<file path="src/rtl/vga_pkg.sv">
// Shared raster timing constants for the 640x480 @ 60 Hz display path.
// Holds the default porch/sync/active sizes, the derived line and frame
// totals, and the scan-address widths that every renderer also uses.
package vga_pkg;

  localparam int unsigned DEF_H_ACTIVE   = 640;
  localparam int unsigned DEF_H_FP       = 16;
  localparam int unsigned DEF_H_SYNC     = 96;
  localparam int unsigned DEF_H_BP       = 48;
  localparam int unsigned DEF_V_ACTIVE   = 480;
  localparam int unsigned DEF_V_FP       = 10;
  localparam int unsigned DEF_V_SYNC     = 2;
  localparam int unsigned DEF_V_BP       = 33;
  localparam int unsigned DEF_FRESH_LINE = 480;

  localparam int unsigned DEF_H_TOTAL = DEF_H_ACTIVE + DEF_H_FP + DEF_H_SYNC + DEF_H_BP;
  localparam int unsigned DEF_V_TOTAL = DEF_V_ACTIVE + DEF_V_FP + DEF_V_SYNC + DEF_V_BP;

  // Scan address widths shared with the renderers.
  localparam int unsigned ROW_W   = 9;
  localparam int unsigned COL_W   = 10;
  localparam int unsigned FRAME_W = 16;

endpackage

</file>
<file path="src/rtl/vga_scan_timer_if.sv">
// Scan-timing bundle from the raster timer to the renderers.
//   row_addr/col_addr : visible scan position (0 outside active area)
//   hs/vs             : active-low sync pulses
//   rdn               : active-low visible flag
//   fresh             : high for the whole frame-update line
//   frame_cnt         : frames completed since reset
interface vga_scan_timer_if;
  import vga_pkg::*;

  logic [ROW_W-1:0]   row_addr;
  logic [COL_W-1:0]   col_addr;
  logic               hs;
  logic               vs;
  logic               rdn;
  logic               fresh;
  logic [FRAME_W-1:0] frame_cnt;

  modport master (
    output row_addr, col_addr, hs, vs, rdn, fresh, frame_cnt
  );

  modport slave (
    input row_addr, col_addr, hs, vs, rdn, fresh, frame_cnt
  );

endinterface

</file>
<file path="src/rtl/vga_scan_timer.sv">
// Free-running VGA raster timer. One horizontal and one vertical counter
// drive registered decodes of sync, blanking, scan address and the
// once-per-frame fresh strobe; all outputs update on the same edge.
//   clk    : pixel clock
//   rst    : synchronous active-high reset
//   o_scan : scan-timing bundle (master side)
module vga_scan_timer
  import vga_pkg::*;
#(
  parameter int unsigned H_ACTIVE   = DEF_H_ACTIVE,
  parameter int unsigned H_FP       = DEF_H_FP,
  parameter int unsigned H_SYNC     = DEF_H_SYNC,
  parameter int unsigned H_BP       = DEF_H_BP,
  parameter int unsigned V_ACTIVE   = DEF_V_ACTIVE,
  parameter int unsigned V_FP       = DEF_V_FP,
  parameter int unsigned V_SYNC     = DEF_V_SYNC,
  parameter int unsigned V_BP       = DEF_V_BP,
  parameter int unsigned FRESH_LINE = DEF_FRESH_LINE
) (
  input  logic              clk,
  input  logic              rst,
  vga_scan_timer_if.master  o_scan
);

  localparam int unsigned H_TOTAL = H_ACTIVE + H_FP + H_SYNC + H_BP;
  localparam int unsigned V_TOTAL = V_ACTIVE + V_FP + V_SYNC + V_BP;
  localparam int unsigned H_CW    = (H_TOTAL > 1) ? $clog2(H_TOTAL) : 1;
  localparam int unsigned V_CW    = (V_TOTAL > 1) ? $clog2(V_TOTAL) : 1;

  localparam logic [H_CW-1:0] H_LAST    = H_CW'(H_TOTAL - 1);
  localparam logic [V_CW-1:0] V_LAST    = V_CW'(V_TOTAL - 1);
  localparam logic [H_CW-1:0] H_ACT_C   = H_CW'(H_ACTIVE);
  localparam logic [V_CW-1:0] V_ACT_C   = V_CW'(V_ACTIVE);
  localparam logic [H_CW-1:0] H_SYNC_LO = H_CW'(H_ACTIVE + H_FP);
  localparam logic [H_CW-1:0] H_SYNC_HI = H_CW'(H_ACTIVE + H_FP + H_SYNC - 1);
  localparam logic [V_CW-1:0] V_SYNC_LO = V_CW'(V_ACTIVE + V_FP);
  localparam logic [V_CW-1:0] V_SYNC_HI = V_CW'(V_ACTIVE + V_FP + V_SYNC - 1);
  localparam logic [V_CW-1:0] FRESH_C   = V_CW'(FRESH_LINE);

  logic [H_CW-1:0]    r_hcnt;
  logic [V_CW-1:0]    r_vcnt;
  logic [FRAME_W-1:0] r_frame_cnt;
  logic [ROW_W-1:0]   r_row_addr;
  logic [COL_W-1:0]   r_col_addr;
  logic               r_hs;
  logic               r_vs;
  logic               r_rdn;
  logic               r_fresh;

  logic               w_h_wrap;
  logic               w_v_wrap;
  logic               w_frame_inc;
  logic [H_CW-1:0]    w_hcnt_nxt;
  logic [V_CW-1:0]    w_vcnt_nxt;
  logic               w_h_act;
  logic               w_v_act;
  logic [ROW_W-1:0]   w_row_nxt;
  logic [COL_W-1:0]   w_col_nxt;
  logic               w_hs_nxt;
  logic               w_vs_nxt;
  logic               w_rdn_nxt;
  logic               w_fresh_nxt;

  // Next counter position; vcnt steps only when hcnt wraps.
  always_comb begin
    w_h_wrap    = (r_hcnt == H_LAST);
    w_v_wrap    = (r_vcnt == V_LAST);
    w_frame_inc = w_h_wrap & w_v_wrap;
    w_hcnt_nxt  = w_h_wrap ? '0 : r_hcnt + H_CW'(1);
    w_vcnt_nxt  = r_vcnt;
    if (w_h_wrap) begin
      w_vcnt_nxt = w_v_wrap ? '0 : r_vcnt + V_CW'(1);
    end
  end

  // Decode from the next position so outputs land with the counters.
  always_comb begin
    w_h_act     = (w_hcnt_nxt < H_ACT_C);
    w_v_act     = (w_vcnt_nxt < V_ACT_C);
    w_col_nxt   = w_h_act ? COL_W'(w_hcnt_nxt) : '0;
    w_row_nxt   = w_v_act ? ROW_W'(w_vcnt_nxt) : '0;
    w_hs_nxt    = ~((w_hcnt_nxt >= H_SYNC_LO) && (w_hcnt_nxt <= H_SYNC_HI));
    w_vs_nxt    = ~((w_vcnt_nxt >= V_SYNC_LO) && (w_vcnt_nxt <= V_SYNC_HI));
    w_rdn_nxt   = ~(w_h_act & w_v_act);
    w_fresh_nxt = (w_vcnt_nxt == FRESH_C);
  end

  // Counter and output registers; reset lands on the (0,0) decode.
  always_ff @(posedge clk) begin
    if (rst) begin
      r_hcnt      <= '0;
      r_vcnt      <= '0;
      r_frame_cnt <= '0;
      r_row_addr  <= '0;
      r_col_addr  <= '0;
      r_hs        <= 1'b1;
      r_vs        <= 1'b1;
      r_rdn       <= 1'b0;
      r_fresh     <= 1'b0;
    end else begin
      r_hcnt     <= w_hcnt_nxt;
      r_vcnt     <= w_vcnt_nxt;
      if (w_frame_inc) begin
        r_frame_cnt <= r_frame_cnt + FRAME_W'(1);
      end
      r_row_addr <= w_row_nxt;
      r_col_addr <= w_col_nxt;
      r_hs       <= w_hs_nxt;
      r_vs       <= w_vs_nxt;
      r_rdn      <= w_rdn_nxt;
      r_fresh    <= w_fresh_nxt;
    end
  end

  assign o_scan.row_addr  = r_row_addr;
  assign o_scan.col_addr  = r_col_addr;
  assign o_scan.hs        = r_hs;
  assign o_scan.vs        = r_vs;
  assign o_scan.rdn       = r_rdn;
  assign o_scan.fresh     = r_fresh;
  assign o_scan.frame_cnt = r_frame_cnt;

endmodule

</file>
<file path="src/flat_wrapper.sv">
// flat-port wrapper written by rule: the top's interface ports become plain ports
module vga_scan_timer_flat import vga_pkg::*;
#(
  parameter int unsigned H_ACTIVE   = DEF_H_ACTIVE,
  parameter int unsigned H_FP       = DEF_H_FP,
  parameter int unsigned H_SYNC     = DEF_H_SYNC,
  parameter int unsigned H_BP       = DEF_H_BP,
  parameter int unsigned V_ACTIVE   = DEF_V_ACTIVE,
  parameter int unsigned V_FP       = DEF_V_FP,
  parameter int unsigned V_SYNC     = DEF_V_SYNC,
  parameter int unsigned V_BP       = DEF_V_BP,
  parameter int unsigned FRESH_LINE = DEF_FRESH_LINE
)
  (clk, rst, o_scan_row_addr, o_scan_col_addr, o_scan_hs, o_scan_vs, o_scan_rdn, o_scan_fresh, o_scan_frame_cnt);
  vga_scan_timer_if o_scan_i ();
  input  logic clk;
  input  logic rst;
  output wire logic [$bits(o_scan_i.row_addr)-1:0] o_scan_row_addr;
  output wire logic [$bits(o_scan_i.col_addr)-1:0] o_scan_col_addr;
  output wire logic [$bits(o_scan_i.hs)-1:0] o_scan_hs;
  output wire logic [$bits(o_scan_i.vs)-1:0] o_scan_vs;
  output wire logic [$bits(o_scan_i.rdn)-1:0] o_scan_rdn;
  output wire logic [$bits(o_scan_i.fresh)-1:0] o_scan_fresh;
  output wire logic [$bits(o_scan_i.frame_cnt)-1:0] o_scan_frame_cnt;
  assign o_scan_row_addr = o_scan_i.row_addr;
  assign o_scan_col_addr = o_scan_i.col_addr;
  assign o_scan_hs = o_scan_i.hs;
  assign o_scan_vs = o_scan_i.vs;
  assign o_scan_rdn = o_scan_i.rdn;
  assign o_scan_fresh = o_scan_i.fresh;
  assign o_scan_frame_cnt = o_scan_i.frame_cnt;
  vga_scan_timer #(.H_ACTIVE(H_ACTIVE), .H_FP(H_FP), .H_SYNC(H_SYNC), .H_BP(H_BP), .V_ACTIVE(V_ACTIVE), .V_FP(V_FP), .V_SYNC(V_SYNC), .V_BP(V_BP), .FRESH_LINE(FRESH_LINE)) u_core (.clk(clk), .rst(rst), .o_scan(o_scan_i));
endmodule
</file>
<file path="config.mk">
export PLATFORM = sky130hd
export DESIGN_NAME = vga_scan_timer_flat
export DESIGN_NICKNAME = d
export VERILOG_FILES = /design/src/rtl/vga_pkg.sv /design/src/rtl/vga_scan_timer_if.sv /design/src/rtl/vga_scan_timer.sv /design/src/flat_wrapper.sv
export SDC_FILE = /design/constraint.sdc
export NUM_CORES = 1
export LEC_CHECK = 0
export CAP_MARGIN = 20
export CORE_ASPECT_RATIO = 0.7
export CORE_MARGIN = 2
export CORE_UTILIZATION = 40
export CTS_CLUSTER_DIAMETER = 80
export CTS_CLUSTER_SIZE = 14
export DETAILED_ROUTE_END_ITERATION = 8
export PLACE_DENSITY_LB_ADDON = 0.1
export SYNTH_ARGS = -nofsm -noshare
export SYNTH_HDL_FRONTEND = slang
export SYNTH_SLANG_ARGS = --single-unit
</file>
<file path="constraint.sdc">
create_clock -name clk -period 4.56 [get_ports clk]
set_input_delay 0.456 -clock clk [delete_from_list [all_inputs] [get_ports clk]]
set_output_delay 0.456 -clock clk [all_outputs]
set_load 0.05 [all_outputs]
</file>
==> metrics.log, run 1 <==
[metrics] outcome: finished, final reports clean
[metrics] Clock Sink Count: a little under 60
[metrics] clock-pin slew of the registers on the worst-case setup and hold paths: 0.07 ns
[metrics] max-slew violation count: 0
[metrics] multiplexer area fraction after synthesis: 1.91%
[metrics] worst relative slew slack: 37.2%
[metrics] Main synth FF type: dfxtp_1
[metrics] clock buffer count from CTS: 9
[metrics] Critical path origin: u_core.r_hcnt[0]
[metrics] Pwr per Cell Area: 303 nW/um^2
[metrics] routability cong.: between 0.9 and 1
[metrics] Post-route DRC: 0
[metrics] buffer depth of the longest clock path: 2
[metrics] time the final worst path needs with I/O delays and setup: between 2 and 3 ns
[metrics] number of enable-type register cells in the synthesized netlist: 0
[metrics] # rows: 24
[metrics] die boundary height: just over 70 um
[metrics] final sum of negative setup slack: 0 ns
[metrics] DR WL/cell: between 10 and 15 um
[metrics] synthesized net count: 311
[metrics] final setup vio count: 0
[metrics] cell with the largest stage delay on the worst path: or4_1
[metrics] post-synthesis share of cell area spent on xor and xnor gates: 5.54%
[metrics] number of standard cells after synthesis: between 300 and 400
[metrics] worst hold slack after final layout: between 0.5 and 0.6 ns
[metrics] post-cts sizing count: 0
[metrics] number of vias per cell after detailed routing: 5.40
[metrics] leak pwr: ~1.1 nW
[metrics] number of distinct library cell variants in the gate-level netlist after synthesis: 54
[metrics] capturing element type of the critical path: register
[metrics] post-synthesis sequential element count: between 50 and 60
[metrics] CP arrival: 2.82 ns
[metrics] drt first pass iters: 4
[metrics] number of antenna violations at the first check in global routing: 0
[metrics] clock network latency to the later pin of the worst-skew pair: 0.34 ns
[metrics] routed via count: 2351
[metrics] Remaining Overflow, GRT: 0
[metrics] Final Skew: about 0.0038 ns
[metrics] most frequent cells in the layout: dfxtp_1, clkdlybuf4s50_1, nor2_1, nand2_1
[metrics] number of buffers added for setup after CTS: 0
[metrics] unrepaired setup endpoints after global routing: no
[metrics] critical path's most frequent cell: nand4_1
[metrics] Hold Fails Final Rpt: 0
[metrics] number of input and output port buffers inserted: 40
[metrics] Worst Setup Start Kind: register
[metrics] post-synthesis area per instance: 8.84 um^2
[metrics] combined area of all synthesized cells: 2690 um^2
[metrics] R2R Path Start: u_core.r_hcnt[0]
[metrics] pin count of the biggest net entering global routing: 54
[metrics] sequential fraction of the synthesis area: a little over two fifths
[metrics] Max rail drop VDD: 0.165 mV
[metrics] post-detailed-route count of antenna-violating nets: 0
[metrics] highest net fanout along the worst path: 13
[metrics] core footprint: 6370 um^2
[metrics] worst path cell trace: ha_1 -> nand4_1 -> nor3_4 -> nand4_1 -> or4_1 -> a21oi_1
[metrics] final design utilization: 51.9%
[metrics] global-route usage over all layers: 18.5%
[metrics] number of hold buffers added after cts: 0
[metrics] Die Footprint: between 7000 and 8000 um^2
[metrics] Root Buffer Master: clkbuf_8
[metrics] Setup CP Type: register to register
[metrics] hold crit path type: register to register
[metrics] Power, Total: 0.00100 W
[metrics] maximum frequency from static timing analysis: 0.392 GHz
[metrics] Routed Wire Length: 6.34 mm
[metrics] post-DP HPWL: 4.44 mm
[metrics] share of the clock period used by the worst path after layout: between 50% and 60%
[metrics] Starting Density: between 40% and 50%
[metrics] share of cells above drive strength 1: 7.56%
[metrics] area fraction in compound gates after synthesis: 11.6%
[metrics] Top-Level Pins: 41
[metrics] CTS tree: yes
[metrics] die width: 102 um
[metrics] vias in the first global route: 2094
[metrics] number of design-rule violations left by the first detailed-router iteration: 151
[metrics] slew at the pin with the worst max-slew slack: approximately 0.94 ns
[metrics] Min-Delay Startpoint: u_core.o_scan.frame_cnt[14]
[metrics] Setup Slack @ Placement: 2.01 ns
[metrics] Required @ worst endpoint: 4.82 ns
[metrics] area fraction in and, or, nand and nor cells after synthesis: 30.6%
[metrics] Synth Area in Adders: 2.33%
[metrics] wire length of the first global-routing pass: 10.5 mm
[metrics] layout net count: 346
[metrics] post-synthesis async set-or-reset flop share: 0%
[metrics] number of warnings printed during yosys synthesis: 0
[metrics] main combinational cell family by area after synthesis: simple AND/OR/NAND/NOR gates
[metrics] CTS H-tree depth: 3
[metrics] Ant. Diodes: 0
[metrics] worst stage delay on the critical path: 0.55 ns
[metrics] Layout Area Growth over Synthesis: 23.1%
[metrics] Max Cap Viol: 0
[metrics] most common cell after layout, fill and taps aside: dfxtp_1
[metrics] setup slack of the critical path after layout: 2.01 ns
-- Yosys cell counts (all sizes together), types with 4 or more instances --
library cell | n | area share, %
xnor2 | 10 | 3.3
nand3 | 16 | 3.0
or3 | 8 | 1.9
dfxtp | 59 | 44
nand4 | 10 | 2.3
nand2 | 22 | 3.1
nor4 | 13 | 3.5
clkbuf | 12 | 1.8
a21oi | 17 | 3.3
mux2i | 4 | 1.5
ha | 5 | 2.3
nor2 | 25 | 3.5
nor3 | 18 | 4.0
nor2b | 4 | 0.93
and2 | 4 | 0.93
o21ai | 10 | 1.9
xor2 | 7 | 2.3
or4 | 4 | 1.1
buf | 5 | 1.1
inv | 8 | 1.1
-- registers in the layout, summed over array words and instances, names as in the netlist --
name and flops:
u_core.o_scan.col_addr 10, u_core.o_scan.frame_cnt 16, u_core.o_scan.fresh 1, u_core.o_scan.hs 1
u_core.o_scan.rdn 1, u_core.o_scan.row_addr 9, u_core.o_scan.vs 1, u_core.r_hcnt 10
u_core.r_vcnt 10
-- critical path: cells and delay by family, from the launching register on --
family / cells / cell delay (ns)
simple gates: 4 / 1.61
compound gates: 1 / 0.15
flops: 1 / 0.44
fa+ha+maj: 1 / 0.27
-- path summary, 6_finish.rpt --
path	endpoint	slack, ns	cells past startpoint
hold reg to reg	u_core.o_scan.frame_cnt[14]	0.51	2
setup reg to reg	u_core.o_scan.frame_cnt[13]	2.01	6
setup / recovery	u_core.o_scan.frame_cnt[13]	2.01	6
hold / removal	u_core.o_scan.frame_cnt[14]	0.51	2
-- per-layer routing --
| layer | global-route usage, % | wire length (um) | up-vias |
|---|---|---|---|
| met3 | 5.11 | 545 | 9 |
| met4 | 7.11 | 85 | 0 |
| li1 | - | - | 1179 |
| met2 | 23.6 | 2470 | 94 |
| met1 | 28.9 | 3240 | 1069 |
| met5 | 0 | 0 | - |
-- through the flow --
step	cell area, um^2	instances
after CTS	3310	435
after global placement	3130	419
after global routing	3310	435
final	3310	435
after detailed placement	3130	419
after floorplan	2690	304
-- cell families (layout without fill, tap and decap cells) --
kind of cell / after synthesis / in the layout
AO/OA/AOI/OAI: 47 / 47
XOR/XNOR: 17 / 17
adder cells (fa/ha/maj): 5 / 5
buffers and inverters: 25 / 65
flip-flops: 59 / 59
multiplexers: 5 / 5
AND/OR/NAND/NOR: 146 / 146
-- power by group --
group | total (W) | switching, W | leakage (nW) | internal, W
registers | 0.000529 | 0.00000698 | 0.477 | 0.000522
logic | 0.0000420 | 0.0000287 | 0.536 | 0.0000134
clock network | 0.000431 | 0.000206 | 0.0884 | 0.000225
-- cell type report --
cell class	instances	area, um^2
Clock buffer	12	155
Multi-Input combinational cell	220	1400
Sequential cell	59	1180
Clock inverter	4	25.0
Tap cell	91	114
Timing Repair Buffer	41	403
Fill cell	628	3060
Inverter	8	30.0
No activity file was read; power rests on OpenSTA's default activity.
==> run 2, diff against run 1 <==
==> constraint.sdc (replaced) <==
create_clock -name clk -period 2.34 [get_ports clk]
set_input_delay 0.234 -clock clk [delete_from_list [all_inputs] [get_ports clk]]
set_output_delay 0.234 -clock clk [all_outputs]
set_load 0.05 [all_outputs]
==> run 2 against run 1 <==
Compared with the run above: cell count grew 5.7%; via count grew 2.9%; critical path depth is the same; power grew 120%; critical endpoint is now u_core.o_scan.rdn; routed wire length grew 6.1%; setup slack lost 1.9 ns; sequential share of layout area shrank 3.0 points; first-iteration DRC count shrank 25%; maximum frequency grew 12%; clock power grew 150%; non-clock buffer count grew 25.
==> metrics.log, run 2 (synthesis results as in run 1) <==
[metrics] Ant. Diodes: 0 (unchanged)
[metrics] worst stage delay on the critical path: 0.46 ns (-0.09 ns)
[metrics] slew at the pin with the worst max-slew slack: 0.515 ns (-0.426 ns)
[metrics] vias in the first global route: 2143 (+2.3%)
[metrics] Max Cap Viol: 0 (unchanged)
[metrics] Post-route DRC: 0 (unchanged)
[metrics] most common cell after layout, fill and taps aside: dfxtp_1
[metrics] Design Area, Final: 3610 um^2 (+9.1%)
[metrics] max FFs per register: 16 (unchanged)
[metrics] CTS tree: yes
[metrics] number of instances in the placed design: 442 (+5.5%)
[metrics] number of input and output port buffers inserted: 40 (unchanged)
[metrics] worst relative slew slack: 65.5% (+28 points)
[metrics] Die Footprint: 7400 um^2 (unchanged)
[metrics] die width: 102 um (unchanged)
[metrics] Setup CP Type: register to register
[metrics] capturing element type of the critical path: register
[metrics] Clock Sink Count: 59 (unchanged)
[metrics] die boundary height: 72.6 um (unchanged)
[metrics] wire length of the first global-routing pass: 10.8 mm (+2.6%)
[metrics] post-DP HPWL: 4.74 mm (+6.8%)
[metrics] leak pwr: 1.30 nW (+18%)
[metrics] time the final worst path needs with I/O delays and setup: 2.28 ns (-0.272 ns)
[metrics] share of cells above drive strength 1: 15.7% (+8.2 points)
[metrics] CP arrival: 2.51 ns (-0.31 ns)
[metrics] number of antenna violations at the first check in global routing: 0 (unchanged)
[metrics] final design utilization: 56.7% (+4.7 points)
[metrics] clock-pin slew of the registers on the worst-case setup and hold paths: 0.06 ns (about the same)
[metrics] clock network latency to the later pin of the worst-skew pair: 0.34 ns (about the same)
[metrics] hold crit path type: input port to register
[metrics] clock buffer count from CTS: 9 (unchanged)
[metrics] routability cong.: 0.889 (-2.2%)
[metrics] Pwr per Cell Area: 606 nW/um^2 (+100%)
[metrics] Layout Area Growth over Synthesis: 34.3%
[metrics] core footprint: 6370 um^2 (unchanged)
[metrics] number of hold buffers added after cts: 0 (unchanged)
[metrics] drt first pass iters: 4 (unchanged)
[metrics] share of the clock period used by the worst path after layout: 97.5% (+42 points)
[metrics] Max rail drop VDD: 0.393 mV (+140%)
[metrics] Post-DP Area: 3300 um^2 (+5.5%)
[metrics] Routed Wire Length: 6.73 mm (+6.1%)
[metrics] Top-Level Pins: 41 (unchanged)
[metrics] Final Skew: 0.0110 ns (+0.00716 ns)
[metrics] CTS H-tree depth: 3 (unchanged)
[metrics] buffer depth of the longest clock path: 2 (unchanged)
[metrics] outcome: finished, final reports clean
[metrics] # rows: 24 (unchanged)
[metrics] Remaining Overflow, GRT: 0 (unchanged)
[metrics] post-detailed-route count of antenna-violating nets: 0 (unchanged)
[metrics] number of vias per cell after detailed routing: 5.26 (-2.7%)
[metrics] max-slew violation count: 0 (unchanged)
[metrics] number of design-rule violations left by the first detailed-router iteration: 114 (-25%)
[metrics] most frequent cells in the layout: dfxtp_1, clkdlybuf4s50_1, buf_4, nor2_1, nand2_1
[metrics] pin count of the biggest net entering global routing: 23 (-57%)
[metrics] maximum frequency from static timing analysis: 0.438 GHz (+12%)
[metrics] final setup vio count: 0 (unchanged)
[metrics] layout net count: 371 (+7.2%)
[metrics] Starting Density: 42.2% (unchanged)
[metrics] number of cells in the finished layout apart from fillers: 460 (+5.7%)
[metrics] global-route usage over all layers: 19.1% (+0.53 points)
[metrics] DR WL/cell: 14.6 um (+0.38%)
[metrics] worst path cell trace: or3b_1 -> buf_4 -> nor4_2 -> xnor2_2 -> nor2_1 -> a221o_1
[metrics] routed via count: 2419 (+2.9%)
[metrics] Worst Setup Start Kind: register
[metrics] highest net fanout along the worst path: 7 (-6)
[metrics] cell with the largest stage delay on the worst path: or3b_1
[metrics] Hold Fails Final Rpt: 0 (unchanged)
[metrics] Required @ worst endpoint: 2.57 ns (-2.25 ns)
[metrics] Root Buffer Master: clkbuf_8
run 2: what timing repair did:
action                     CTS  global route
resized for setup            0            11
setup endpoints to repair    0            14
buffers inserted             0             2
run 2: metal layers:
layer | GRT usage (%) | wire [um] | vias to the layer above
li1 | - | - | 1232
met1 | 28.4 | 3660 | 1135
met2 | 25.8 | 2720 | 47
met3 | 6.36 | 313 | 5
met4 | 5.78 | 45 | 0
met5 | 0 | 0 | -
run 2: layout make-up:
cell class,instances,area [um^2]
Multi-Input combinational cell,220,1460
Clock buffer,12,155
Inverter,8,30.0
Timing Repair Buffer,66,591
Sequential cell,59,1180
Tap cell,91,114
Fill cell,605,2760
Clock inverter,4,72.6
run 2: path summary, 6_finish.rpt:
check                              startpoint  slack [ns]                           to  depth (start not counted)
setup / recovery             u_core.r_hcnt[9]        0.06            u_core.o_scan.rdn                          6
hold / removal                            rst        0.31             u_core.r_hcnt[9]                          2
setup reg to reg             u_core.r_hcnt[9]        0.06            u_core.o_scan.rdn                          6
hold reg to reg   u_core.o_scan.frame_cnt[14]        0.51  u_core.o_scan.frame_cnt[14]                          2
run 2: where the power goes:
part | switching, W | internal [W] | total, W
Clock | 0.000400 | 0.000656 | 0.00106
Sequential | 0.00000874 | 0.00102 | 0.00103
Combinational | 0.0000650 | 0.0000379 | 0.000103
run 2: critical path, delay by kind of cell (launching register included):
kind / cells / cell delay, ns
AO/OA/AOI/OAI: 1 / 0.34
XOR/XNOR: 1 / 0.22
AND/OR/NAND/NOR: 3 / 0.96
flip-flops: 1 / 0.44
buffers and inverters: 1 / 0.20
run 2: per-stage QoR:
stage | setup TNS, ns | hold slack (ns) | total power, W | worst slack, ns
finish | 0 | 0.314 | 0.00218 | 0.0574
CTS | 0 | 0.300 | 0.00221 | 0.00894
global route | -0.0313 | 0.327 | 0.00226 | -0.0307
global placement | 0 | 0.484 | 0.00115 | 0.0526
floorplan | 0 | 0.513 | 0.00111 | 0.145
detailed placement | 0 | 0.493 | 0.00115 | 0.0267
==> run 3, diff against run 2 <==
--- a/config.mk
+++ b/config.mk
@@ -13,6 +13,7 @@
 export CTS_CLUSTER_SIZE = 14
 export DETAILED_ROUTE_END_ITERATION = 8
 export PLACE_DENSITY_LB_ADDON = 0.1
+export SLEW_MARGIN = 20
 export SYNTH_ARGS = -nofsm -noshare
 export SYNTH_HDL_FRONTEND = slang
 export SYNTH_SLANG_ARGS = --single-unit
==> results of run 3 <==
No change in the layout: final DEF, timing and power equal those of run 2.
